File: src/rtl/muldiv_unit.sv
// -----------------------------------------------------------------------------
// muldiv_unit
//   Iterative RV32M multiply/divide unit that sits beside the single-cycle ALU.
//   Executes MUL, MULH, MULHSU, MULHU, DIV, DIVU, REM and REMU on XLEN-bit
//   operands. A normal op is accepted in IDLE, then runs XLEN CALC cycles
//   (shift-add multiply or restoring divide on operand magnitudes), one FIX
//   cycle (sign correction and half/quotient/remainder select), and waits in
//   DONE until the consumer takes the result. Divide-by-zero and signed
//   overflow skip CALC/FIX and go straight to DONE.
//
// Ports
//   clock      in   1           rising-edge clock
//   reset      in   1           synchronous, active-high
//   in_valid   in   1           op request
//   in_ready   out  1           unit can accept (IDLE)
//   Funct3     in   3           RV32M op select
//   op_a       in   XLEN        rs1 value
//   op_b       in   XLEN        rs2 value
//   in_rd      in   REG_ADDR_W  destination tag
//   flush      in   1           abort in-flight op, back to IDLE
//   out_valid  out  1           result available (DONE)
//   out_ready  in   1           consumer takes result
//   result     out  XLEN        product high/low half, quotient or remainder
//   out_rd     out  REG_ADDR_W  tag of result
//   busy       out  1           state != IDLE, stalls the core
// -----------------------------------------------------------------------------
module muldiv_unit #(
    parameter int XLEN       = 32,
    parameter int REG_ADDR_W = 5
) (
    input  logic                  clock,
    input  logic                  reset,
    input  logic                  in_valid,
    output logic                  in_ready,
    input  logic [2:0]            Funct3,
    input  logic [XLEN-1:0]       op_a,
    input  logic [XLEN-1:0]       op_b,
    input  logic [REG_ADDR_W-1:0] in_rd,
    input  logic                  flush,
    output logic                  out_valid,
    input  logic                  out_ready,
    output logic [XLEN-1:0]       result,
    output logic [REG_ADDR_W-1:0] out_rd,
    output logic                  busy
);

    localparam int CW = $clog2(XLEN);
    localparam logic [XLEN-1:0] MIN_VAL = {1'b1, {(XLEN-1){1'b0}}};

    localparam logic [2:0] F_MUL    = 3'b000;
    localparam logic [2:0] F_MULH   = 3'b001;
    localparam logic [2:0] F_MULHSU = 3'b010;
    localparam logic [2:0] F_DIV    = 3'b100;
    localparam logic [2:0] F_REM    = 3'b110;

    typedef enum logic [1:0] {IDLE, CALC, FIX, DONE} state_t;

    state_t              state, state_nx;
    logic [2:0]          fn;
    logic [XLEN-1:0]     a_abs, b_abs;
    logic [2*XLEN-1:0]   acc;
    logic                neg;
    logic [CW-1:0]       count;

    // ---------------- issue-side decode (only meaningful when accepting) -----
    logic            accept;
    logic            a_signed, b_signed, a_neg, b_neg, sign_in;
    logic [XLEN-1:0] a_mag, b_mag;
    logic            div_zero, overflow, special;
    logic [XLEN-1:0] special_val;

    // flush beats in_valid: a flushed request is never taken.
    assign accept   = in_valid && in_ready && !flush;

    assign a_signed = (Funct3 == F_MULH) || (Funct3 == F_MULHSU) ||
                      (Funct3 == F_DIV)  || (Funct3 == F_REM);
    assign b_signed = (Funct3 == F_MULH) || (Funct3 == F_DIV) || (Funct3 == F_REM);
    assign a_neg    = a_signed && op_a[XLEN-1];
    assign b_neg    = b_signed && op_b[XLEN-1];
    // MIN negates to itself, which is exactly its magnitude read as unsigned.
    assign a_mag    = a_neg ? -op_a : op_a;
    assign b_mag    = b_neg ? -op_b : op_b;
    // Remainder takes the dividend's sign; everything else takes a^b.
    assign sign_in  = (Funct3 == F_REM) ? a_neg : (a_neg ^ b_neg);

    assign div_zero = Funct3[2] && (op_b == '0);
    assign overflow = ((Funct3 == F_DIV) || (Funct3 == F_REM)) &&
                      (op_a == MIN_VAL) && (op_b == '1);
    assign special  = div_zero || overflow;

    always_comb begin
        // NOTE: every signal written here gets a default first so no path
        // leaves it unassigned and a latch can never be inferred.
        special_val = '0;
        if (div_zero)
            special_val = Funct3[1] ? op_a : '1;
        else if (overflow)
            special_val = Funct3[1] ? '0 : MIN_VAL;
    end

    // ---------------- one iteration of multiply / divide ---------------------
    // Multiply: acc = {partial product, remaining multiplier bits}; add a_abs
    // into the upper half when the LSB is set, then shift right one.
    logic [XLEN:0]     mul_sum;
    logic [2*XLEN-1:0] mul_nx;
    assign mul_sum = {1'b0, acc[2*XLEN-1:XLEN]} + (acc[0] ? {1'b0, a_abs} : '0);
    assign mul_nx  = {mul_sum, acc[XLEN-1:1]};

    // Restoring divide: acc = {remainder, dividend/quotient}. Shift left one;
    // the shifted-out remainder MSB means the trial value already exceeds the
    // divisor, so the X-bit difference is exact and no wider adder is needed.
    logic            div_top, div_ge;
    logic [XLEN-1:0] div_low, div_rem;
    logic [2*XLEN-1:0] div_nx;
    assign div_top = acc[2*XLEN-1];
    assign div_low = acc[2*XLEN-2:XLEN-1];
    assign div_ge  = div_top || (div_low >= b_abs);
    assign div_rem = div_ge ? (div_low - b_abs) : div_low;
    assign div_nx  = {div_rem, acc[XLEN-2:0], div_ge};

    // ---------------- FIX-stage sign correction and select -------------------
    logic [2*XLEN-1:0] prod_fix;
    logic [XLEN-1:0]   quo_fix, rem_fix, fix_val;
    assign prod_fix = neg ? -acc : acc;
    assign quo_fix  = neg ? -acc[XLEN-1:0] : acc[XLEN-1:0];
    assign rem_fix  = neg ? -acc[2*XLEN-1:XLEN] : acc[2*XLEN-1:XLEN];

    always_comb begin
        fix_val = '0;
        if (fn[2])
            fix_val = fn[1] ? rem_fix : quo_fix;
        else if (fn == F_MUL)
            fix_val = prod_fix[XLEN-1:0];
        else
            fix_val = prod_fix[2*XLEN-1:XLEN];
    end

    // ---------------- FSM next state ------------------------------------------
    always_comb begin
        state_nx = state;
        unique case (state)
            IDLE: if (accept)          state_nx = special ? DONE : CALC;
            CALC: if (count == '0)     state_nx = FIX;
            FIX:                       state_nx = DONE;
            DONE: if (out_ready)       state_nx = IDLE;
            default:                   state_nx = IDLE;
        endcase
        if (flush)
            state_nx = IDLE;
    end

    assign in_ready  = (state == IDLE);
    assign busy      = (state != IDLE);
    assign out_valid = (state == DONE);

    // ---------------- state and datapath registers ----------------------------
    always_ff @(posedge clock) begin
        // NOTE: sequential state uses non-blocking assignments only, so every
        // register samples the pre-edge values regardless of statement order.
        if (reset) begin
            // NOTE: the operand/accumulator registers are reset too; they are
            // few and a known value keeps the post-reset datapath deterministic.
            state  <= IDLE;
            fn     <= '0;
            a_abs  <= '0;
            b_abs  <= '0;
            acc    <= '0;
            neg    <= 1'b0;
            count  <= '0;
            result <= '0;
            out_rd <= '0;
        end else begin
            state <= state_nx;
            unique case (state)
                IDLE: begin
                    if (accept) begin
                        fn     <= Funct3;
                        out_rd <= in_rd;
                        if (special) begin
                            result <= special_val;
                        end else begin
                            a_abs <= a_mag;
                            b_abs <= b_mag;
                            neg   <= sign_in;
                            count <= CW'(XLEN - 1);
                            acc   <= Funct3[2] ? {{XLEN{1'b0}}, a_mag}
                                               : {{XLEN{1'b0}}, b_mag};
                        end
                    end
                end
                CALC: begin
                    acc   <= fn[2] ? div_nx : mul_nx;
                    count <= count - 1'b1;
                end
                FIX: begin
                    if (!flush)
                        result <= fix_val;
                end
                default: ;
            endcase
        end
    end

endmodule

File: config.mk
export PLATFORM = sky130hd
export DESIGN_NAME = muldiv_unit
export DESIGN_NICKNAME = d
export VERILOG_FILES = /design/src/rtl/muldiv_unit.sv
export SDC_FILE = /design/constraint.sdc
export NUM_CORES = 1
export LEC_CHECK = 0
export CAP_MARGIN = 20
export CORE_MARGIN = 2
export CORE_UTILIZATION = 25
export DETAILED_ROUTE_END_ITERATION = 10
export PLACE_DENSITY = 0.46
export SYNTH_ARGS = -nofsm -noshare
export SYNTH_HDL_FRONTEND = slang
export SYNTH_SLANG_ARGS = --single-unit
File: constraint.sdc
create_clock -name clock -period 3.6 [get_ports clock]
set_input_delay 0.36 -clock clock [delete_from_list [all_inputs] [get_ports clock]]
set_output_delay 0.36 -clock clock [all_outputs]
set_load 0.05 [all_outputs]
==> results.yml <==
sta:
  tns_ps: 0
  relSlewSlack_pct: 31.2
  setup_viol: 0
  slew_viol_final: 0
  hold_slack_ps: 271
  finClkSkew_ps: 13.9
  fmax_mhz: 286
  period_share_pct: 97.2
  rsz0062_at_grt: "no"
  hold_viol_final: 0
  worst_slew_pin_slew_ps: 1030
  fin_crit_ps: 3500
drt:
  drt_iter0_drc: 1880
  viasPerCell: 5.39
  via_count: 17800
  drc: 0
  antenna_left: 0
  wire_per_inst_um: 22.7
  first_pass_iters: 6
  wirelength_mm: 74.9
placement:
  numPortBuffers: 116
  gp_congestion: 0.947
  post-dp-hpwl_mm: 60.6
synthesis:
  syn_area_per_cell_um2: 7.31
  syn_area_mm2: 0.0158
  syn-num-nets: 2323
  synthCells: 2169
  synthTopCellsByCount: "246 x nor2_1, 176 x dfxtp_1, 173 x a21oi_1, 169 x nand2_1, 145 x clkbuf_1"
  synth_edf_count: 0
  synth.largest_area_cell: "dfxtp_1"
  async_flop_share_pct: 0
  ys_top_cells_by_area: "dfxtp_1 22%, xnor2_1 6.5%, ha_1 5.9%"
  yosysSeqAreaShare_pct: 22.2
  ys_seq_elements: 176
  synth_cell_types: 80
  synth_top_area_share_pct: 22.2
  yosys_warnings: 0
  synth_flop_cell: "dfxtp_1"
  post-synth-top-count-cell: "nor2_1"
setup_path:
  cp_max_fo: 7
  end_kind: "flop"
  startpoint_type: "flop"
  setup.worst_path.class: "reg2reg"
  arrival_ps: 3840
  max_stage_delay_ps: 470
  crit_chain: "buf_4, inv_1, ha_1, or3b_2, or3_1, or4_1, buf_4, o41ai_1, xnor2_1, o21ai_0, a311oi_1"
  worstPathRequired_ps: 3940
  crit_top_cell: "buf_4"
  crit_buf_inv: 3
  slowest_stage: "or4_1"
  path_delay_family: "simple AND/OR/NAND/NOR gates"
grt:
  antenna_found_initial: 1
  grt_pass1_wl_mm: 111
  met3_usage_pct: 5.06
  use_met2_pct: 33.8
  grt_pass1_vias: 17100
  grt-busiest-layer: "met2"
  grt.total_usage_pct: 22.4
  grt_max_degree: 81
  use_met1_pct: 31.2
  gr-total-overflow: 0
pwr:
  p_leak_nw: 8.13
  power_switching_mw: 2.09
  p_per_area_mw_per_mm2: 286
  combinationalPowerShare_pct: 30.9
  peakVddDrop_mv: 0.396
  internal-power_mw: 3.78
  clock_power_share_pct: 32.9
  seqPwrFrac_pct: 36.2
  p_sw_share_pct: 35.6
floorplanning:
  dieHeight_um: 256
  fp.coreArea_mm2: 0.0629
  die_w_um: 256
  io_pins: 117
  dieArea_mm2: 0.0654
  start_util_pct: 25.2
  rows: 92
cells_and_area:
  layout.nets: 2598
  num_antenna_cells: 0
  drive_gt1_share_pct: 16.4
  area_delta_synth_final_pct: 29.5
worst_hold_path:
  hp-class: "in2reg"
clock_tree:
  cts_made_buffers: 17
  path_clk_slew_ps: 70
  root_buffer: "clkbuf_16"
  clock-sinks: 176
  cts_max_level: 4
  clk_latency_ps: 490
  clockBufferDepth: 2
  cts_tree: "yes"
run_status:
  outcome: "completed"
flow_run:
  cap_violations: 0
[power groups by stage]
stage / clock network [mW] / registers, mW / logic [mW]
2_1_floorplan: 0 / 2.15 / 0.980
6_report: 1.93 / 2.12 / 1.81
4_1_cts: 1.97 / 2.12 / 1.77
3_5_place_dp: 0 / 2.17 / 1.77
5_1_grt: 2.04 / 2.13 / 1.94
3_3_place_gp: 0 / 2.16 / 1.76
[sequential cells by signal, summed over array words and instances, names as in the netlist]
register  flops
a_abs        32
acc          64
b_abs        32
count         5
fn            3
neg           1
out_rd        5
result       32
state         2
[per-stage QoR]
stage	power [mW]	utilization, %	cell area (um^2)	setup WS [ps]	instances
floorplan	3.13	-	15900	77.0	2169
global route	6.12	32.7	20500	4.44	3303
global placement	3.93	31.6	19900	-313	3269
finish	5.87	32.7	20500	100	3303
CTS	5.87	32.5	20400	16.4	3301
detailed placement	3.93	31.6	19900	-372	3269
[metal layers]
| layer | wire (um) | share of wire (%) | up-vias |
|---|---|---|---|
| li1 | - | - | 8467 |
| met1 | 34800 | 47 | 8539 |
| met2 | 31800 | 43 | 703 |
| met3 | 5620 | 7.5 | 110 |
| met4 | 2560 | 3.4 | 0 |
| met5 | 0 | 0 | - |
[area by class of cell]
class,instances,area (um^2)
clock buffer,21,470
inverter,78,293
timing repair buffer,417,3550
multi-input combinational,1754,11500
tap,846,1060
fill,6859,42300
sequential,176,3530
clock inverter,11,105
[worst paths after layout]
path / startpoint / endpoint / slack, ps / depth (start not counted)
max: acc[0] / result[8] / 100 / 11
max reg2reg: acc[0] / result[8] / 100 / 11
min: Funct3[2] / fn[2] / 270 / 3
min reg2reg: out_rd[1] / out_rd[1] / 460 / 2
[tightest hold or removal path, cell delays in order]
cell and delay, ps:
buf_2 200, nand2_1 90, a21oi_1 60
[cells in the final DEF (no fill, tap or decap), types with 29 or more instances in the layout]
master and n:
a21oi_1 171, nor3_1 51, buf_4 291, o21ai_0 135, dfxtp_1 174, nand4_1 29
xnor2_1 116, and2_1 36, ha_1 74, mux2i_1 43, clkdlybuf4s50_1 114, a21o_1 36
nand3_1 38, o31ai_1 30, inv_1 77, nand2_1 168, nor2_1 244, a211oi_1 115
xor2_1 70
[cell families after synthesis]
family	Yosys count	share of synthesized area, %
AO/OA/AOI/OAI	704	29.5
XOR/XNOR	188	10.4
multiplexers	59	3.92
flip-flops	176	22.2
AND/OR/NAND/NOR	726	22.0
adder cells (fa/ha/maj)	77	6.17
buffers and inverters	239	5.79
[repair_timing]
action,in CTS,in global routing
endpoints found under the setup margin,0,14
endpoints found under the hold margin,0,0
hold buffers,0,0
buffers inserted,0,2
resized for setup,0,16
Note: power is estimated with default switching activity, not from simulation.
==> patch 1: new RTL, same settings <==
The parameter `XLEN` goes from 32 to 16.
--- a/src/rtl/muldiv_unit.sv
+++ b/src/rtl/muldiv_unit.sv
@@ -25,7 +25,7 @@
 //   busy       out  1           state != IDLE, stalls the core
 // -----------------------------------------------------------------------------
 module muldiv_unit #(
-    parameter int XLEN       = 32,
+    parameter int XLEN       = 16,
     parameter int REG_ADDR_W = 5
 ) (
     input  logic                  clock,
Interface: changed (resized op_a, op_b and result); port bits go from 117 to 69. The function was not compared with the original's and may differ.
==> patch 1 against the original RTL <==
Clock skew about the same. Area after synthesis decreased by 48%. Worst setup slack improved by 260 ps. Clock power is 47% lower. Power decreased by 48%. Critical path type unchanged. Count of clock-buffer cells in the layout fell by 11. Design area down 52%. Sequential share of layout area is 2.1 points higher. Critical endpoint is now acc[17]. Fmax up 7.9%. Sequential power down 45%. Routed wire length is 58% lower. Non-clock buffer count down 299. Sequential cell count decreased by 81.
==> patch 1: results (changes against the original RTL) <==
- Hold Path Class: flop to flop
- Largest cells by area after synthesis: dfxtp_1 (23%), ha_1 (6.4%), nor2_1 (5.4%)
- Ys Warns: 0 (unchanged)
- Number of diodes: 0 (unchanged)
- First-pass GRT wire length: 47,900 um (-57%)
- CP Data Arrival Time: 3480 ps (-360 ps)
- CTS H-tree depth: 3 (-1)
- Setup Skew: 14.2 ps (+0.310 ps)
- # port buffers: 68 (-41%)
- Clk root buf: clkbuf_16
- Via count: 8,276 (-54%)
- Hold Crit Start: a_abs[0]
- DR pass1 iterations: 5 (-1)
- CP Launch Point: acc[15]
- VDD IR max: 0.195 mV (-51%)
- Post-synth cell types: 84 (+5.0%)
- Total Routing Usage GR: 0.183 (-0.0413)
- Routability congestion estimate: 0.897 (-5.3%)
- Leakage: 3.73 nW (-54%)
- Register area share after synthesis: 0.230 (+0.00764)
- Initial antenna violation count: 0 (-1)
- Hpwl dp: 24,400 um (-60%)
- DP Area: 0.00959 mm^2 (-52%)
- Worst skew pair latency: 360 ps (-130 ps)
- Max FFs per register: 32 (-50%)
- Largest net degree at the start of global routing: 82 (+1.2%)
- DRT Wirelength: 31,100 um (-58%)
- Multi-input logic area: 0.00591 mm^2 (-49%)
- Status: finished, final reports clean
- Ys async rst share: 0 (unchanged)
- Vias in the first global route: 7,933 (-54%)
- Clock tree buffer depth: 2 (unchanged)
- CTS buffer count: 9 (-8)
- Slew HR: 0.235 (-0.0769)
- Synth top cells by count: nor2_1 (118), nand2_1 (102), dfxtp_1 (95)
- DP Worst Slack: 194 ps (+566 ps)
- Fraction of layout cells with a size suffix above 1: 0.103 (-0.0611)
- Clk slew on worst S/H paths: 80 ps
- Reg with most FFs: acc
- 1st-iter DRT viols: 657 (-65%)
- Number of fill cells: 3,522 (-49%)
- Maximum fanout along the worst path: 12 (+5)
- Final #Nets: 1,236 (-52%)
## patch 1: changes by cell type after synthesis, moves of 22 or more
| cell | change |
|---|---|
| xor2_1 | -27 |
| nand2_1 | -67 |
| nor2_1 | -128 |
| a21oi_1 | -116 |
| a21o_1 | -25 |
| nand3_1 | -22 |
| o21ai_0 | -61 |
| clkbuf_1 | -101 |
| dfxtp_1 | -81 |
| xnor2_1 | -73 |
| a211oi_1 | -70 |
| inv_1 | -32 |
| ha_1 | -33 |
## patch 1: logic make-up after synthesis
family | share of synthesized area
simple gates | 0.229
compound gates | 0.264
buf+inv | 0.0570
flops | 0.230
xor+xnor | 0.0932
mux | 0.0578
fa+ha+maj | 0.0684
## patch 1: final cells by class
class / count / share of cell area
Multi-Input combinational cell: 878 / 0.598
Sequential cell: 95 / 0.192
Timing Repair Buffer: 118 / 0.106
Tap cell: 442 / 0.0559
Clock buffer: 10 / 0.0242
Inverter: 45 / 0.0171
Clock inverter: 5 / 0.00595
## patch 1: per-stage QoR
step | instances | total power [W] | hold slack (ps)
CTS | 1593 | 0.00307 | 453
global placement | 1578 | 0.00205 | 439
detailed placement | 1578 | 0.00205 | 444
floorplan | 1086 | 0.00173 | 432
global route | 1593 | 0.00320 | 472
finish | 1593 | 0.00305 | 452
## patch 1: metal layers
layer,global-route usage,vias up,routed length [um]
met5,0,-,0
met4,0.0482,0,617
met3,0.0278,34,1720
met2,0.289,247,13800
met1,0.258,3916,15000
li1,-,4079,-
## patch 1: worst paths after layout
| check | slack (ps) | cells after the start | to |
|---|---|---|---|
| max | 360 | 12 | acc[17] |
| min | 450 | 2 | a_abs[0] |
| max reg2reg | 360 | 12 | acc[17] |
| min reg2reg | 450 | 2 | a_abs[0] |
## patch 1: power breakdown
group	switching, W	leakage [nW]	internal, W
sequential	0.0000574	0.776	0.00110
clock	0.000460	0.141	0.000555
combinational	0.000531	2.81	0.000345
## patch 1: worst max-delay path, stage by stage, from the launching register on
cell	delay (ps)
dfxtp_1	470
inv_1	130
ha_1	230
fa_1	410
nor2b_1	170
o22a_1	210
a41oi_1	80
o311ai_0	440
nand2_1	190
buf_4	240
mux2i_1	150
a221oi_1	310
nor2_1	80
==> patch 2: new RTL, same flow settings <==
Made on the original files. Re-encode `state_t` (4 states) as one-hot, 4 bits wide.
--- a/src/rtl/muldiv_unit.sv
+++ b/src/rtl/muldiv_unit.sv
@@ -53,7 +53,7 @@
     localparam logic [2:0] F_DIV    = 3'b100;
     localparam logic [2:0] F_REM    = 3'b110;
 
-    typedef enum logic [1:0] {IDLE, CALC, FIX, DONE} state_t;
+    typedef enum logic [3:0] {IDLE = 4'b0001, CALC = 4'b0010, FIX = 4'b0100, DONE = 4'b1000} state_t;
 
     state_t              state, state_nx;
     logic [2:0]          fn;
Check against the original RTL: same outputs for any inputs over 4 cycles, from zero or initial values and one cycle with reset high; so few cycles prove little.
==> patch 2 against the original RTL <==
Routed wire length increased by 0.55%. Sequential share of layout area increased by 0.70 points. Power increased by 5.8%. Area after synthesis increased by 0.77%. Design area decreased by 2.7%. Worst setup slack improved by 51 ps. Sequential cell count increased by 2. Worst hold slack improved by 37 ps.
==> patch 2: results (changes against the original RTL) <==
- Status: finished, final reports clean
- Total Routing Usage GR: 0.223 (-0.00110)
- Max incr delay on CP: 680 ps (+210 ps)
- Sw frac: 0.386 (+0.0294)
- CP Data Arrival Time: 3800 ps (-40 ps)
- Routability congestion estimate: 0.962 (+1.6%)
- 1st-iter DRT viols: 1,511 (-20%)
- Maximum fanout along the worst path: 5 (-2)
- Register area share after synthesis: 0.223 (+0.000800)
- First-pass GRT wire length: 111,000 um (+0.37%)
- Vias in the first global route: 16,700 (-2.5%)
- Largest net degree at the start of global routing: 90 (+11%)
- Hold path depth: 2 (-1)
- Power Total: 0.00621 W (+5.8%)
- Hpwl dp: 60,800 um (+0.28%)
- Combinational share of power: 0.336 (+0.027)
- Initial antenna violation count: 0 (-1)
- Reg with most FFs: acc
- Post-synth cell types: 91 (+14%)
- DR pass1 iterations: 8 (+2)
- Largest cells by area after synthesis: dfxtp_1 (22%), a21oi_1 (6.5%), xnor2_1 (6.1%)
- Net count after synthesis: 2,332 (+0.39%)
- Final #Nets: 2,542 (-2.2%)
- R2R Setup Slk: 150 ps (+50 ps)
- Fraction of layout cells with a size suffix above 1: 0.132 (-0.0318)
- Worst r2r path cells: 10 (-1)
- DP Area: 0.0194 mm^2 (-2.6%)
- DRT Wirelength: 75,300 um (+0.55%)
- Hold slack: 308 ps (+36.9 ps)
- Drt via density: 5.40 (about the same)
- Leakage: 7.56 nW (-7.0%)
- Slew HR: 0.381 (+0.0686)
- Sequential share of power: 0.352 (-0.010)
- DP Worst Slack: -150 ps (+222 ps)
- R2R Path End: result[5]
- CP Launch Point: acc[17]
- Synth top cells by count: nor2_1 (248), a21oi_1 (208), dfxtp_1 (178)
- VDD IR max: 0.354 mV (-11%)
- Setup Skew: 20.0 ps (+6.18 ps)
## patch 2: worst max-delay path by stage
stage	slack (ps)	endpoint
6_report	150	result[5]
2_1_floorplan	320	acc[61]
5_1_grt	-60	acc[62]
3_5_place_dp	-150	result[6]
3_3_place_gp	-110	result[6]
4_1_cts	70	acc[62]
## patch 2: area by class of cell
type | count | area (um^2)
Clock inverter | 14 | 136
Sequential cell | 178 | 3570
Timing Repair Buffer | 344 | 2960
Clock buffer | 18 | 439
Fill cell | 6916 | 43100
Inverter | 80 | 300
Multi-Input combinational cell | 1771 | 11500
Tap cell | 846 | 1060
## patch 2: cell families (layout without fill, tap and decap cells)
logic type	count (synthesis)	in the layout	synth area share
simple gates	737	737	0.227
compound gates	688	688	0.275
buf+inv	233	456	0.0588
xor+xnor	189	189	0.104
flops	178	178	0.223
mux	84	84	0.0541
fa+ha+maj	73	73	0.0581
## patch 2: metal layers
metal  global-route usage  routed length [um]
met2                0.352               33200
met3               0.0238                4420
met1                0.311               34800
met5                    0                   0
met4               0.0874                2830
## patch 2: what timing repair did
item                                    in CTS  in global routing
setup buffers                                0                  0
gates resized for setup                      0                  4
endpoints found under the setup margin       0                  4
## patch 2: stage by stage
step / utilization / setup TNS, ps / instances
2_1_floorplan: - / 0 / 2182
3_3_place_gp: 0.307 / -143 / 3218
3_5_place_dp: 0.307 / -232 / 3218
4_1_cts: 0.316 / 0 / 3250
5_1_grt: 0.316 / -60.4 / 3251
6_report: 0.316 / 0 / 3251
